## src/rtl/ag32gbd_frame_scanner.sv

```systemverilog
`default_nettype none
// +--------------------------------------------------------------------------+
// | ag32gbd_frame_scanner                                                    |
// | Raster-scans the pixel sampler, packs 2-bit samples four to a byte and   |
// | writes them to the frame buffer.                                         |
// | Revision: 1.0                                                            |
// +--------------------------------------------------------------------------+
module ag32gbd_frame_scanner #(
    parameter int WIDTH        = 128,
    parameter int HEIGHT       = 112,
    parameter int DONE_TIMEOUT = 255,
    parameter int ADDR_W       = 12
) (
    input  logic              sys_clock,
    input  logic              sys_reset,
    input  logic              FrameStart,
    input  logic              FrameAbort,
    output logic              Busy,
    output logic              FrameDone,
    output logic              FrameError,
    output logic              SampleStart,
    output logic [6:0]        PixelX,
    output logic [6:0]        PixelY,
    input  logic              SampleDone,
    input  logic [1:0]        SampledValue,
    output logic              PixWrEn,
    output logic [ADDR_W-1:0] PixWrAddr,
    output logic [7:0]        PixWrData
);

    localparam int C_BPL   = WIDTH / 4;
    localparam int C_TMO_W = $clog2(DONE_TIMEOUT + 1);

    typedef enum logic [2:0] {
        S_IDLE       = 3'd0,
        S_START      = 3'd1,
        S_WAIT_DONE  = 3'd2,
        S_WAIT_CLEAR = 3'd3,
        S_WRITE      = 3'd4,
        S_DONE       = 3'd5
    } state_t;

    state_t              state_q;
    logic                busy_q;
    logic                done_q;
    logic                err_q;
    logic                ss_q;
    logic                ss_cnt_q;
    logic [6:0]          x_q;
    logic [6:0]          y_q;
    logic [7:0]          pack_q;
    logic [C_TMO_W-1:0]  tmo_q;
    logic                wr_en_q;
    logic [ADDR_W-1:0]   wr_addr_q;
    logic [7:0]          wr_data_q;

    logic [ADDR_W-1:0]   wr_addr_d;
    logic [7:0]          pack_d;
    logic                x_wrap_d;
    logic                last_pix_d;
    logic                tmo_exp_d;

    assign wr_addr_d  = ADDR_W'(32'(y_q) * C_BPL + 32'(x_q[6:2]));
    assign x_wrap_d   = (x_q == 7'(WIDTH - 1));
    assign last_pix_d = x_wrap_d && (y_q == 7'(HEIGHT - 1));
    // Compared one short so the error pulse lands exactly DONE_TIMEOUT cycles after entry.
    assign tmo_exp_d  = (tmo_q == C_TMO_W'(DONE_TIMEOUT - 1));

    always_comb begin
        pack_d                      = pack_q;
        pack_d[{x_q[1:0], 1'b0} +: 2] = SampledValue;
    end

    always_ff @(posedge sys_clock or posedge sys_reset) begin
        if (sys_reset) begin
            state_q   <= S_IDLE;
            busy_q    <= 1'b0;
            done_q    <= 1'b0;
            err_q     <= 1'b0;
            ss_q      <= 1'b0;
            ss_cnt_q  <= 1'b0;
            x_q       <= '0;
            y_q       <= '0;
            pack_q    <= '0;
            tmo_q     <= '0;
            wr_en_q   <= 1'b0;
            wr_addr_q <= '0;
            wr_data_q <= '0;
        end else begin
            wr_en_q <= 1'b0;
            done_q  <= 1'b0;
            err_q   <= 1'b0;
            if (state_q != S_IDLE && FrameAbort) begin
                state_q <= S_IDLE;
                busy_q  <= 1'b0;
                ss_q    <= 1'b0;
            end else begin
                case (state_q)
                    S_IDLE: begin
                        if (FrameStart && !FrameAbort) begin
                            x_q      <= '0;
                            y_q      <= '0;
                            pack_q   <= '0;
                            tmo_q    <= '0;
                            ss_cnt_q <= 1'b0;
                            busy_q   <= 1'b1;
                            ss_q     <= 1'b1;
                            state_q  <= S_START;
                        end
                    end
                    S_START: begin
                        if (ss_cnt_q) begin
                            ss_cnt_q <= 1'b0;
                            ss_q     <= 1'b0;
                            tmo_q    <= '0;
                            state_q  <= S_WAIT_DONE;
                        end else begin
                            ss_cnt_q <= 1'b1;
                        end
                    end
                    S_WAIT_DONE: begin
                        if (SampleDone) begin
                            pack_q  <= pack_d;
                            tmo_q   <= '0;
                            state_q <= S_WAIT_CLEAR;
                        end else if (tmo_exp_d) begin
                            err_q   <= 1'b1;
                            busy_q  <= 1'b0;
                            state_q <= S_IDLE;
                        end else begin
                            tmo_q <= tmo_q + C_TMO_W'(1);
                        end
                    end
                    S_WAIT_CLEAR: begin
                        if (!SampleDone) begin
                            if (x_q[1:0] == 2'd3) begin
                                wr_en_q   <= 1'b1;
                                wr_addr_q <= wr_addr_d;
                                wr_data_q <= pack_q;
                                state_q   <= S_WRITE;
                            end else begin
                                // Byte not complete, so X cannot be at the line end here.
                                x_q      <= x_q + 7'd1;
                                ss_q     <= 1'b1;
                                ss_cnt_q <= 1'b0;
                                state_q  <= S_START;
                            end
                        end else if (tmo_exp_d) begin
                            err_q   <= 1'b1;
                            busy_q  <= 1'b0;
                            state_q <= S_IDLE;
                        end else begin
                            tmo_q <= tmo_q + C_TMO_W'(1);
                        end
                    end
                    S_WRITE: begin
                        if (last_pix_d) begin
                            done_q  <= 1'b1;
                            busy_q  <= 1'b0;
                            state_q <= S_DONE;
                        end else begin
                            if (x_wrap_d) begin
                                x_q <= '0;
                                y_q <= y_q + 7'd1;
                            end else begin
                                x_q <= x_q + 7'd1;
                            end
                            ss_q     <= 1'b1;
                            ss_cnt_q <= 1'b0;
                            state_q  <= S_START;
                        end
                    end
                    S_DONE: begin
                        state_q <= S_IDLE;
                    end
                    default: begin
                        state_q <= S_IDLE;
                        busy_q  <= 1'b0;
                        ss_q    <= 1'b0;
                    end
                endcase
            end
        end
    end

    assign Busy        = busy_q;
    assign FrameDone   = done_q;
    assign FrameError  = err_q;
    assign SampleStart = ss_q;
    assign PixelX      = x_q;
    assign PixelY      = y_q;
    assign PixWrEn     = wr_en_q;
    assign PixWrAddr   = wr_addr_q;
    assign PixWrData   = wr_data_q;

endmodule
`default_nettype wire

```

## config.mk

```make
export PLATFORM = sky130hd
export DESIGN_NAME = ag32gbd_frame_scanner
export DESIGN_NICKNAME = d
export VERILOG_FILES = /design/src/rtl/ag32gbd_frame_scanner.sv
export SDC_FILE = /design/constraint.sdc
export NUM_CORES = 1
export LEC_CHECK = 0
export CAP_MARGIN = 20
export CORE_AREA = 2 2 100 102
export CTS_BUF_LIST = sky130_fd_sc_hd__clkbuf_2
export DETAILED_ROUTE_END_ITERATION = 10
export DIE_AREA = 0 0 102 104
export SYNTH_ARGS = -nofsm -noshare
export SYNTH_HDL_FRONTEND = slang
export SYNTH_SLANG_ARGS = --single-unit
```

## constraint.sdc

```tcl
create_clock -name sys_clock -period 2.4 [get_ports sys_clock]
set_input_delay 0.48 -clock sys_clock [delete_from_list [all_inputs] [get_ports sys_clock]]
set_output_delay 0.48 -clock sys_clock [all_outputs]
set_load 0.03 [all_outputs]
```

### After elaboration in Yosys (flattened, before gate mapping)

Index checks and enable logic that the tools add are counted.

| word-level totals | value |
|---|---|
| flip-flop bits (word level) | 59 |
| bits of input ports | 7 |

| operators by class | value |
|---|---|
| equality and inequality tests | 27 |
| multiplexer cells | 58 |
| reductions and logical operators | 22 |
| bitwise logic cells | 2 |
| add/subtract/negate cells | 5 |
| shifts and indexed selects | 2 |

Operator list:

| kind | count |
|---|---|
| 2-to-1 mux 7 bit | 7 |
| 2-to-1 mux 8 bit | 6 |
| one-hot mux 8 bit (4 select lines) | 1 |
| 2-to-1 mux 1 bit | 27 |
| 2-to-1 mux 3 bit | 8 |
| != test 3 bit (second input constant) | 8 |
| one-hot mux 7 bit (3 select lines) | 1 |
| AND reduction 6 bit | 3 |
| != test 2 bit (second input constant) | 8 |
| one-hot mux 8 bit (2 select lines) | 1 |
| one-hot mux 3 bit (5 select lines) | 1 |
| AND reduction 5 bit | 3 |
| adder 7 x 1 -> 7 bit (second input constant) | 2 |
| equality test 7 bit (second input constant) | 2 |
| one-hot mux 7 bit (2 select lines) | 1 |
| adder 12 x 5 -> 12 bit | 1 |
| one-hot mux 1 bit (5 select lines) | 2 |
| adder 8 x 1 -> 8 bit (second input constant) | 1 |
| bitwise mux 8 bit | 1 |
| equality test 8 bit (second input constant) | 1 |
| AND reduction 4 bit | 2 |
| nonzero test 4 bit | 2 |
| variable shift 2 x 5 -> 8 bit (first input constant) | 1 |
| variable part select 2 x 5 -> 8 bit | 1 |
| 16 further kinds | 25 |

### Logic depth before layout (Yosys ltp)

| depth | value |
|---|---|
| depth after elaboration | 5 |
| mapped depth | 9 |
| mapped depth without buffers | 7 |

### Worst setup path before layout

No wires, ideal clock.

| timing path | value |
|---|---|
| path kind | reg2reg |
| start point | register x_q[0] (netlist: PixelX[0]) |
| end point | register y_q[5] (netlist: PixelY[5]) |
| buffers on the path | 1 |
| setup slack | 0.269 ns |
| required time | 2.323 ns |
| cell stages (with the launch flop) | 8 |
| clock period less this slack | 2.131 ns |
| data arrival time | 2.053 ns |
| path through | dfrtp_1 ha_1 buf_2 nor3b_2 or2b_2 o311ai_4 or4_1 a21oi_1 |

| between the ends | value |
|---|---|
| longest elaborated chain between the ends | 4 |
| elaborated cells between the ends (all ways) | 5 |

Ends and longest elaborated chain:

| what | line | text |
|---|---|---|
| from (decl) | 49 | `logic [6:0] x_q;` |
| from (signal assigned) | 143 | `x_q <= x_q + 7'd1;` |
| from (signal assigned) | 166 | `x_q <= x_q + 7'd1;` |
| equality test 7 bit (*) | 64 | `assign x_wrap_d = (x_q == 7'(WIDTH - 1));` |
| logical AND 1 bit | 65 | `assign last_pix_d = x_wrap_d && (y_q == 7'(HEIGHT - 1));` |
| != test 2 bit (no line) | -- |  |
| AND reduction 5 bit (no line) (*) | -- |  |
| to (signal assigned) | 164 | `y_q <= y_q + 7'd1;` |
| to (decl) | 50 | `logic [6:0] y_q;` |

Mark *: on every way between the ends. The rest lies on a longest branch, timed or not.
A chain may end at the register's enable or synchronous reset.

### Worst setup path after layout

| timing path | value |
|---|---|
| start point | register x_q[4] (netlist: PixelX[4]) |
| end point | output PixelX[4] |

RTL lines:

| what | line | text |
|---|---|---|
| to (decl) | 22 | `output logic [6:0] PixelX,` |

No word-level cell between the ends.

==> flow_metrics.env <==
export IMPL_final_period_utilization_pct=93.10
export IMPL_cellLeakagePower_nw=1.737
export IMPL_pwr_share_comb_pct=31.6
export IMPL_grt_max_degree=60
export IMPL_syn_inst=300
export IMPL_period_minus_slack_ns=2.234
export IMPL_timing_rr_start="state_q[0]"
export IMPL_dieArea_mm2=0.01061
export IMPL_crit_arrival_ns=1.75
export IMPL_final_area_mm2=0.004048
export IMPL_power_frac_seq_pct=39.5
export IMPL_via_per_inst=5.083
export IMPL_grt_overflow=0
export IMPL_crit_family="buffers and inverters"
export IMPL_critPathBufInv=1
export IMPL_finalHoldViolations=0
export IMPL_drv_slew=0
export IMPL_r2r_end="PixelY[4]"
export IMPL_tns_ns=0
export IMPL_antenna_found_initial=0
export IMPL_synth_area_mm2=0.003148
export IMPL_fp_row_count=36
export IMPL_grt_use_total_pct=14.87
export IMPL_ir_worst_vdd_mv=0.3350
export IMPL_crit_path_end_kind="output pin"
export IMPL_cts_reportedPaths_clkPinSlew_ns=0.19
export IMPL_drt_wl_total_um=7411
export IMPL_initial_utilization_pct=32.97
export IMPL_synthFlopType="dfrtp_1"
export IMPL_cts_sinks=59
export IMPL_antenna_cells=0
export IMPL_max_cap_violations=0
export IMPL_synth_area_per_cell_um2=10.49
export IMPL_numCtsBuffers=9
export IMPL_area_growth_pct=28.58
export IMPL_root_buffer="clkbuf_2"
export IMPL_swShare_pct=34.72
export IMPL_critPathMaxStageDelay_ns=0.72
export IMPL_clock_fmax_mhz=447.6
export IMPL_die_h_um=104
export IMPL_skew_ns=0.02758
export IMPL_die_w_um=102
export IMPL_grt_pass1_vias=2550
export IMPL_async_flop_share_pct=100.0
export IMPL_tightest_slew_ns=0.5911
export IMPL_post_cts_buffers=0
export IMPL_hold_class="input pin to asynchronous set/reset pin"
export IMPL_start_kind="register"
export IMPL_synth_area_leader_cell="dfrtp_1"
export IMPL_rsz0062_at_grt="false"
export IMPL_path_class="register to output pin"
export IMPL_placed_area_mm2=0.003887
export IMPL_gp_congestion=0.7879
export IMPL_synthDistinctLibCells=60
export IMPL_path_max_fanout=7
export IMPL_first_pass_iters=4
export IMPL_routedWlPerCell_um=14.62
export IMPL_synth_common_cells="dfrtp_1, nand2_1, a21oi_1, nand3_1, o21ai_0"
export IMPL_synth_top_area_share_pct=46.90
export IMPL_pin_count=46
export IMPL_cp_required_ns=1.92
export IMPL_cp_slowest_cell="clkdlybuf4s50_1"
export IMPL_clkPwrFrac_pct=28.9
export IMPL_ys_warn_count=0
export IMPL_crit_chain="clkdlybuf4s50_1"
export IMPL_ant_nets=0
export IMPL_status="finished clean"
export IMPL_synth_seq_area_share_pct=46.90
export IMPL_cts_resized=0
export IMPL_drc=0
export IMPL_syn_num_nets=314
export IMPL_synth_area_leaders="dfrtp_1, mux2_2, a21oi_1, nand3_1, nand2_1"
export IMPL_drt_iter0_markers=137
export IMPL_synth_seq_cells=59
export IMPL_cts_buffer_depth=2
export IMPL_vias=2577
export IMPL_r2r_cells=5
export IMPL_setup_viol=0
export IMPL_htreeDepth=3
export IMPL_drive_gt1_share_pct=20.59
export IMPL_holdWs_ns=0.3062
export IMPL_slew_headroom_pct=60.50
export IMPL_power_internal_mw=1.909
export IMPL_power_density_mw_per_mm2=722.5
export IMPL_r2r_slack_ns=0.18
export IMPL_nNetsFinal=383
export IMPL_cts_tree="done"
export IMPL_p_sw_mw=1.015
export IMPL_coreArea_mm2=0.009549
export IMPL_io_buffers=45
export IMPL_grt_pass1_wl_um=12570
export IMPL_synth_edff_count=0
export IMPL_dpl_hpwl_um=5379
export IMPL_insertion_delay_ns=0.52
export IMPL_synth_most_common_cell="dfrtp_1"
export IMPL_ctsHoldBuffers=0
export IMPL_finalCoreUtilization_pct=42.39
==> per-layer routing <==
| metal | vias up | track usage (%) | part of all wire, % | wire length, um |
|---|---|---|---|---|
| met4 | 0 | 6.857 | 2.2 | 162 |
| li1 | 1251 | - | - | - |
| met3 | 13 | 2.823 | 3.8 | 281 |
| met1 | 1257 | 19.60 | 46 | 3397 |
| met2 | 56 | 23.36 | 48 | 3569 |
| met5 | - | 0 | 0 | 0 |
==> cell families after synthesis <==
family	share of synthesized area [%]
and+or+nand+nor	19.83
muxes	9.062
DFF	46.90
buffers and inverters	4.014
adders and majority gates	2.782
AOI/OAI and AO/OA	17.41
==> stage by stage <==
| stage | setup slack, ns | power [mW] | cells |
|---|---|---|---|
| 6_report | 0.1657 | 2.924 | 507 |
| 5_1_grt | 0.06144 | 3.110 | 507 |
| 4_1_cts | 0.1424 | 2.944 | 507 |
| 3_5_place_dp | -0.07269 | 2.092 | 491 |
| 3_3_place_gp | 0.02910 | 2.069 | 491 |
| 2_1_floorplan | 0.2692 | 1.808 | 300 |
==> worst max-delay path by stage <==
| stage | from | endpoint | slack [ns] | cells past startpoint |
|---|---|---|---|---|
| after floorplan | PixelX[0] | PixelY[5] | 0.27 | 7 |
| after global placement | FrameAbort | PixelX[6] | 0.03 | 7 |
| after detailed placement | FrameAbort | PixelX[4] | -0.07 | 6 |
| after CTS | PixelX[2] | PixelX[2] | 0.14 | 1 |
| after global routing | PixelX[1] | PixelX[4] | 0.06 | 7 |
| final | PixelX[4] | PixelX[4] | 0.17 | 1 |
==> cell type report <==
| class | instances | area, um^2 |
|---|---|---|
| tap | 133 | 166.4 |
| multi-input combinational | 217 | 1545 |
| timing repair buffer | 71 | 658.1 |
| clock buffer | 9 | 45.04 |
| fill | 952 | 5502 |
| inverter | 11 | 41.29 |
| sequential | 59 | 1476 |
| clock inverter | 7 | 115.1 |
==> cells in the final DEF, fill, tap and decap left out, types with 3 or more instances in the layout <==
cell	n
a21oi_1	19
a22o_1	6
a31oi_1	3
and3_1	5
buf_4	25
bufinv_16	3
clkbuf_2	9
clkdlybuf4s50_1	45
dfrtp_1	59
ha_1	7
inv_1	9
mux2_1	5
mux2_2	15
mux2i_1	6
nand2_1	24
nand2b_1	6
nand3_1	19
nand4_1	5
nor2_1	14
nor2b_1	5
nor3_1	4
nor3b_2	3
nor4_1	4
o211ai_1	3
o21a_1	3
o21ai_0	16
o31ai_1	6
==> state kept, by name, summed over array words and instances (netlist names) <==
signal and cells:
PixWrEn 1, ss_cnt_q 1, SampleStart 1, pack_q 8, Busy 1, PixWrData 8
tmo_q 8, PixelX 7, state_q 3, FrameDone 1, FrameError 1, PixWrAddr 12
PixelY 7
==> power groups by stage <==
stage	clock network (mW)	logic (mW)	registers (mW)
detailed placement	0	0.919	1.17
global placement	0	0.902	1.17
floorplan	0	0.649	1.16
finish	0.845	0.925	1.15
global route	0.915	1.03	1.17
CTS	0.868	0.924	1.15
Note: power is estimated with default switching activity, not from simulation.
